### src/rtl/node_emitter_if.sv
`default_nettype none
// ============================================================================
// Module   : node_emitter_if
// Brief    : Token-in / character-out handshake bundle for node_emitter.
//            master = token producer and character consumer (upstream and
//            downstream environment), slave = the emitter itself.
// Revision : 1.0  initial release
// ============================================================================
interface node_emitter_if;
  logic        i_node_vld;
  logic [14:0] i_node_str;
  logic        i_newline;
  logic        o_stall;
  logic        o_vld;
  logic [7:0]  o_char;
  logic        i_stall;
  logic        o_err;

  modport master (
    output i_node_vld, i_node_str, i_newline, i_stall,
    input  o_stall, o_vld, o_char, o_err
  );

  modport slave (
    input  i_node_vld, i_node_str, i_newline, i_stall,
    output o_stall, o_vld, o_char, o_err
  );
endinterface
`default_nettype wire

### src/rtl/node_emitter.sv
`default_nettype none
// ============================================================================
// Module   : node_emitter
// Brief    : Serialises 15-bit node tokens and newline markers back into the
//            ASCII puzzle-input format ("you: bbb ccc\n"), one char per cycle.
// Revision : 1.0  initial release
// ============================================================================
module node_emitter #(
  parameter logic [7:0] SEP_FIRST = 8'd58,  // ':' after the first node of a line
  parameter logic [7:0] SEP       = 8'd32,  // ' ' before every later node
  parameter logic [7:0] BAD_CHAR  = 8'd63   // '?' for letter codes 26..31
) (
  input  wire logic     clk,
  input  wire logic     rst,
  node_emitter_if.slave bus
);

  typedef enum logic [0:0] {
    S_IDLE = 1'b0,
    S_BUSY = 1'b1
  } state_t;

  localparam logic [7:0] C_NEWLINE = 8'h0A;

  state_t      state_q;
  logic [1:0]  idx_q;         // index of the char currently on o_char
  logic        line_start_q;  // next node token opens a new line
  logic [14:0] str_q;
  logic        nl_q;
  logic        vld_q;
  logic [7:0]  char_q;
  logic        err_q;

  logic        busy;
  logic        char_acc;
  logic        last_char;
  logic        tok_done;
  logic        tok_acc;
  logic        line_start_d;
  logic [8:0]  load_d;        // {bad_code, ascii} of the char loaded next

  // {bad, ascii} for one 5-bit letter code
  function automatic logic [8:0] map_letter(input logic [4:0] v);
    if (v < 5'd26) return {1'b0, 8'd97 + {3'b000, v}};
    return {1'b1, BAD_CHAR};
  endfunction

  // {bad, ascii} for char k of a token, given whether it opens a line
  function automatic logic [8:0] char_at(input logic [14:0] s, input logic nl,
                                         input logic ls, input logic [1:0] k);
    logic [1:0] slot;
    logic [8:0] res;
    slot = 2'd0;
    res  = {1'b0, C_NEWLINE};
    if (!nl) begin
      if (ls && (k == 2'd3)) begin
        res = {1'b0, SEP_FIRST};
      end else if (!ls && (k == 2'd0)) begin
        res = {1'b0, SEP};
      end else begin
        // At line start letters occupy slots 0..2, otherwise 1..3
        slot = ls ? k : (k - 2'd1);
        case (slot)
          2'd0:    res = map_letter(s[14:10]);
          2'd1:    res = map_letter(s[9:5]);
          default: res = map_letter(s[4:0]);
        endcase
      end
    end
    return res;
  endfunction

  assign busy      = (state_q == S_BUSY);
  assign char_acc  = vld_q & ~bus.i_stall;
  assign last_char = nl_q | (idx_q == 2'd3);
  assign tok_done  = char_acc & last_char;
  // Freeing the slot in the cycle the last char leaves gives back-to-back tokens
  assign bus.o_stall = busy & ~tok_done;
  assign tok_acc     = bus.i_node_vld & ~bus.o_stall;
  // A token accepted as its predecessor completes must see the updated line state
  assign line_start_d = tok_done ? nl_q : line_start_q;

  assign bus.o_vld  = vld_q;
  assign bus.o_char = char_q;
  assign bus.o_err  = err_q;

  // Select the character to load: first char of a new token, or the next char
  always_comb begin
    load_d = 9'd0;
    if (tok_acc) begin
      load_d = char_at(bus.i_node_str, bus.i_newline, line_start_d, 2'd0);
    end else begin
      load_d = char_at(str_q, nl_q, line_start_q, idx_q + 2'd1);
    end
  end

  // Token sequencing, registered character output and sticky error flag
  always_ff @(posedge clk) begin
    if (rst) begin
      state_q      <= S_IDLE;
      idx_q        <= 2'd0;
      line_start_q <= 1'b1;
      str_q        <= 15'd0;
      nl_q         <= 1'b0;
      vld_q        <= 1'b0;
      char_q       <= 8'd0;
      err_q        <= 1'b0;
    end else begin
      line_start_q <= line_start_d;
      if (tok_acc) begin
        state_q <= S_BUSY;
        str_q   <= bus.i_node_str;
        nl_q    <= bus.i_newline;
        idx_q   <= 2'd0;
        vld_q   <= 1'b1;
        char_q  <= load_d[7:0];
        err_q   <= err_q | load_d[8];
      end else if (char_acc) begin
        if (last_char) begin
          state_q <= S_IDLE;
          vld_q   <= 1'b0;
          idx_q   <= 2'd0;
        end else begin
          idx_q   <= idx_q + 2'd1;
          char_q  <= load_d[7:0];
          err_q   <= err_q | load_d[8];
        end
      end
    end
  end

endmodule
`default_nettype wire

### src/flat_wrapper.sv
// flat-port wrapper written by rule: the top's interface ports become plain ports
module node_emitter_flat 
#(
  parameter logic [7:0] SEP_FIRST = 8'd58,                                       
  parameter logic [7:0] SEP       = 8'd32,                                
  parameter logic [7:0] BAD_CHAR  = 8'd63                                 
)
  (clk, rst, bus_i_node_vld, bus_i_node_str, bus_i_newline, bus_i_stall, bus_o_stall, bus_o_vld, bus_o_char, bus_o_err);
  node_emitter_if bus_i ();
  input  wire logic clk;
  input  wire logic rst;
  input wire logic [$bits(bus_i.i_node_vld)-1:0] bus_i_node_vld;
  input wire logic [$bits(bus_i.i_node_str)-1:0] bus_i_node_str;
  input wire logic [$bits(bus_i.i_newline)-1:0] bus_i_newline;
  input wire logic [$bits(bus_i.i_stall)-1:0] bus_i_stall;
  output wire logic [$bits(bus_i.o_stall)-1:0] bus_o_stall;
  output wire logic [$bits(bus_i.o_vld)-1:0] bus_o_vld;
  output wire logic [$bits(bus_i.o_char)-1:0] bus_o_char;
  output wire logic [$bits(bus_i.o_err)-1:0] bus_o_err;
  assign bus_i.i_node_vld = bus_i_node_vld;
  assign bus_i.i_node_str = bus_i_node_str;
  assign bus_i.i_newline = bus_i_newline;
  assign bus_i.i_stall = bus_i_stall;
  assign bus_o_stall = bus_i.o_stall;
  assign bus_o_vld = bus_i.o_vld;
  assign bus_o_char = bus_i.o_char;
  assign bus_o_err = bus_i.o_err;
  node_emitter #(.SEP_FIRST(SEP_FIRST), .SEP(SEP), .BAD_CHAR(BAD_CHAR)) u_core (.clk(clk), .rst(rst), .bus(bus_i));
endmodule
### config.mk
export PLATFORM = sky130hd
export DESIGN_NAME = node_emitter_flat
export DESIGN_NICKNAME = d
export VERILOG_FILES = /design/src/rtl/node_emitter_if.sv /design/src/rtl/node_emitter.sv /design/src/flat_wrapper.sv
export SDC_FILE = /design/constraint.sdc
export NUM_CORES = 1
export LEC_CHECK = 0
export CELL_PAD_IN_SITES_DETAIL_PLACEMENT = 2
export CELL_PAD_IN_SITES_GLOBAL_PLACEMENT = 2
export CORE_ASPECT_RATIO = 0.5
export CORE_MARGIN = 3
export CORE_UTILIZATION = 32
export DETAILED_ROUTE_END_ITERATION = 7
export PLACE_DENSITY = 0.84
export SYNTH_ARGS = -nofsm -noshare
export SYNTH_HDL_FRONTEND = slang
export SYNTH_SLANG_ARGS = --single-unit
### constraint.sdc
create_clock -name clk -period 5.71 [get_ports clk]
set_input_delay 1.142 -clock clk [delete_from_list [all_inputs] [get_ports clk]]
set_output_delay 1.142 -clock clk [all_outputs]
set_load 0.05 [all_outputs]
==> results.md <==
- Nets: 268
- Max VDD drop: 0.0000999 V
- Antenna violations before repair: 0
- CP bufs+invs: 2
- Synth async-reset ratio: 0%
- Min-Delay Path Class: flop to flop
- Clk buf depth: 2
- Post-CTS sizing: 0
- R2R Path Start: u_core.idx_q[0]
- Slew of the pin with the lowest slew margin: ~1.2 ns
- Final Cycle Share: 70.7%
- DRT Pass-1 Iters: 4
- Leakage: 0.831 nW
- CTS buffer count: 5
- Seq pwr share: 37.0%
- Sw power: approximately 0.18 mW
- Max-slew violations: 0
- Clk pwr share: a little over two fifths
- Port bufs: 30
- Top cells by area, synth: dfxtp_1, nand2_1, a21oi_1
- Reg clk slew, reported paths: 0.07 ns
- RSZ-0062 raised after global routing: false
- Core Region: slightly above 5000 um^2
- WP data arrival: 2.90 ns
- Largest net degree at the start of global routing: 31
- Post-detailed-route wirelength per cell: between 15 and 20 um
- Cell Area, Synth: 1710 um^2
- Share of the synthesized area in the top cell type: 33.9%
- Setup_tns: 0 ns
- Initial Util: 34.0%
- Yosys Warn Count: 0
- Vias in the first global route: 1,858
- Post-synth EDFFs: 0
- Setup ws final: 1.67 ns
- DRT iter0 DRCs: 50
- Mapped Cells: between 200 and 250
- Sinks on Clock Net: 29
- Relative slew slack: 19.7%
- Cell Rows: 18
- N_diodes: 0
- Share of cells above drive strength 1: 7.02%
- Critical path capture point type: primary output
- Fmax achieved: 248 MHz
- Post-synthesis sequential area ratio: between 30 and 40%
- Clk_skew: 0.0112 ns
- #FFs+latches synth: 29
- Clk root buf: clkbuf_8
- Startpoint Class: primary input
- Crit path max-delay family: buffers and inverters
- Worst path most repeated cell: clkdlybuf4s50_1
- Grt ovf: 0
- CP Cell Sequence: clkdlybuf4s50_1, o21ba_1, nor2_1, clkdlybuf4s50_1
- Routed vias/inst: 5.50
- Die area: about 6300 um^2
- Cell Pwr Density: between 200 and 300 nW/um^2
- # fillers: 589
- Status: complete, no violations
- Top FF cell, synth: dfxtp_1
- Largest area contributor in the netlist: dfxtp_1
- Syn-to-layout area delta: 26.2%
- Max Cap Viol: 0
- H-tree Lvls: 2
- Hold Violations, Final: 0
- Slowest stage delay, CP: between 0.8 and 0.9 ns
- Minimum clock period: 4.04 ns
- TritonCTS clock tree: done
- Crit path from: bus_i_stall
- # IOs: 31
- Internal Pwr Total: 0.441 mW
- WL final: 6030 um
- Final setup viols: 0
- Cts hold-fix bufs: 0
- Worst skew pair latency: 0.29 ns
- Place WS: 1.67 ns
- DRC errors left: 0
- Placed wire-length estimate: 4160 um
- Aggregate global-route resource usage: 20.5%
- Worst path slowest cell: clkdlybuf4s50_1
- Count of different cell masters after synthesis: 51
- Die X: between 100 and 150 um
- DR vias: between 1,500 and 2,000
- First-pass GRT wire length: 9940 um
- Net Count, Synth: ~240
- Crit-path max FO: 6
- Synthesized area per cell: 7.94 um^2
- Final antenna-violating net count: 0
- Sw Ratio: 29.4%
- Hold Crit Start: u_core.bus.o_char[7]
- CP required: between 4 and 5 ns
- Setup bufs post-CTS: 0
- Worst Path Class, Setup: primary input to primary output
- Die height: 57.8 um
- Placer Congestion: 0.808
- Logic pwr share: between 20% and 30%
[stage by stage]
step / hold slack, ns / cells / instance area [um^2] / utilization, % / power, mW
after floorplan: 0.449 / 216 / 1710 / - / 0.315
after global placement: 0.463 / 304 / 2030 / 40.2 / 0.356
after detailed placement: 0.478 / 304 / 2030 / 40.2 / 0.363
after CTS: 0.486 / 312 / 2160 / 42.9 / 0.629
after global routing: 0.519 / 312 / 2160 / 42.9 / 0.653
final: 0.484 / 312 / 2160 / 42.9 / 0.625
[power groups by stage]
stage,Combinational [mW],Sequential (mW),Clock (mW)
after floorplan,0.0632,0.252,0
final,0.129,0.231,0.264
after global routing,0.141,0.233,0.278
after detailed placement,0.128,0.235,0
after CTS,0.130,0.231,0.268
after global placement,0.123,0.234,0
[worst paths after layout]
path	endpoint	slack, ns	cells after the start
max reg2reg	u_core.bus.o_char[0]	3.37	6
min	u_core.bus.o_char[7]	0.48	1
max	bus_o_stall	1.67	4
min reg2reg	u_core.bus.o_char[7]	0.48	1
[metal layers]
layer,GRT usage (%),vias up,wire length [um]
li1,-,835,-
met1,27.1,848,2820
met2,35.2,27,2940
met3,4.23,5,232
met4,3.91,0,35
met5,0,-,0
[state kept, by name, summed over array words and instances, names as in the netlist]
name                 flops
u_core.str_q            15
u_core.line_start_q      1
u_core.idx_q             2
u_core.bus.o_vld         1
u_core.nl_q              1
u_core.bus.o_err         1
u_core.bus.o_char        8
[cell usage after synthesis (4+ instances only)]
| library cell | number |
|---|---|
| o211ai_1 | 5 |
| a31oi_1 | 6 |
| nor2_1 | 17 |
| o21ai_0 | 4 |
| xnor2_1 | 4 |
| a21oi_1 | 21 |
| nand3_1 | 6 |
| dfxtp_1 | 29 |
| nor3_1 | 7 |
| xor2_1 | 4 |
| clkbuf_1 | 5 |
| nand2_1 | 41 |
| buf_2 | 4 |
| ha_1 | 7 |
[cell usage in the layout (no fill, tap or decap), types with 3 or more instances in the layout]
cell type        count
nor2_1              17
nor3b_1              3
inv_1                3
and3_1               3
a31oi_1              6
o211ai_1             5
nor2b_1              3
o22ai_1              3
a21oi_1             21
nor3_1               7
clkdlybuf4s50_1     30
clkbuf_8             5
ha_1                 7
o21ai_0              4
nand3_1              6
xnor2_1              4
nand2_1             41
dfxtp_1             29
xor2_1               4
o221ai_1             3
[area by class of cell]
class	instances	area (um^2)	area share (%)
Sequential cell	29	581	26.8
Multi-Input combinational cell	170	1040	48.0
Tap cell	70	87.6	4.05
Clock buffer	5	68.8	3.18
Clock inverter	3	65.1	3.01
Inverter	4	15.0	0.694
Timing Repair Buffer	31	308	14.2
[worst register-to-register path, delay by kind of cell, from the launching register on]
kind            cells  cell delay (ns)
flops               1             0.56
fa+ha+maj           1             0.38
compound gates      4             1.18
buf+inv             1             0.12
[kinds of logic (layout without fill, tap and decap cells)]
logic type | Yosys count | in the layout | synth area share (%)
XOR/XNOR | 8 | 8 | 4.09
buffers and inverters | 17 | 43 | 5.55
flip-flops | 29 | 29 | 33.9
AO/OA/AOI/OAI | 62 | 62 | 25.3
AND/OR/NAND/NOR | 91 | 91 | 24.9
multiplexers | 2 | 2 | 1.17
adder cells (fa/ha/maj) | 7 | 7 | 5.11
No activity file was read; power rests on OpenSTA's default activity.
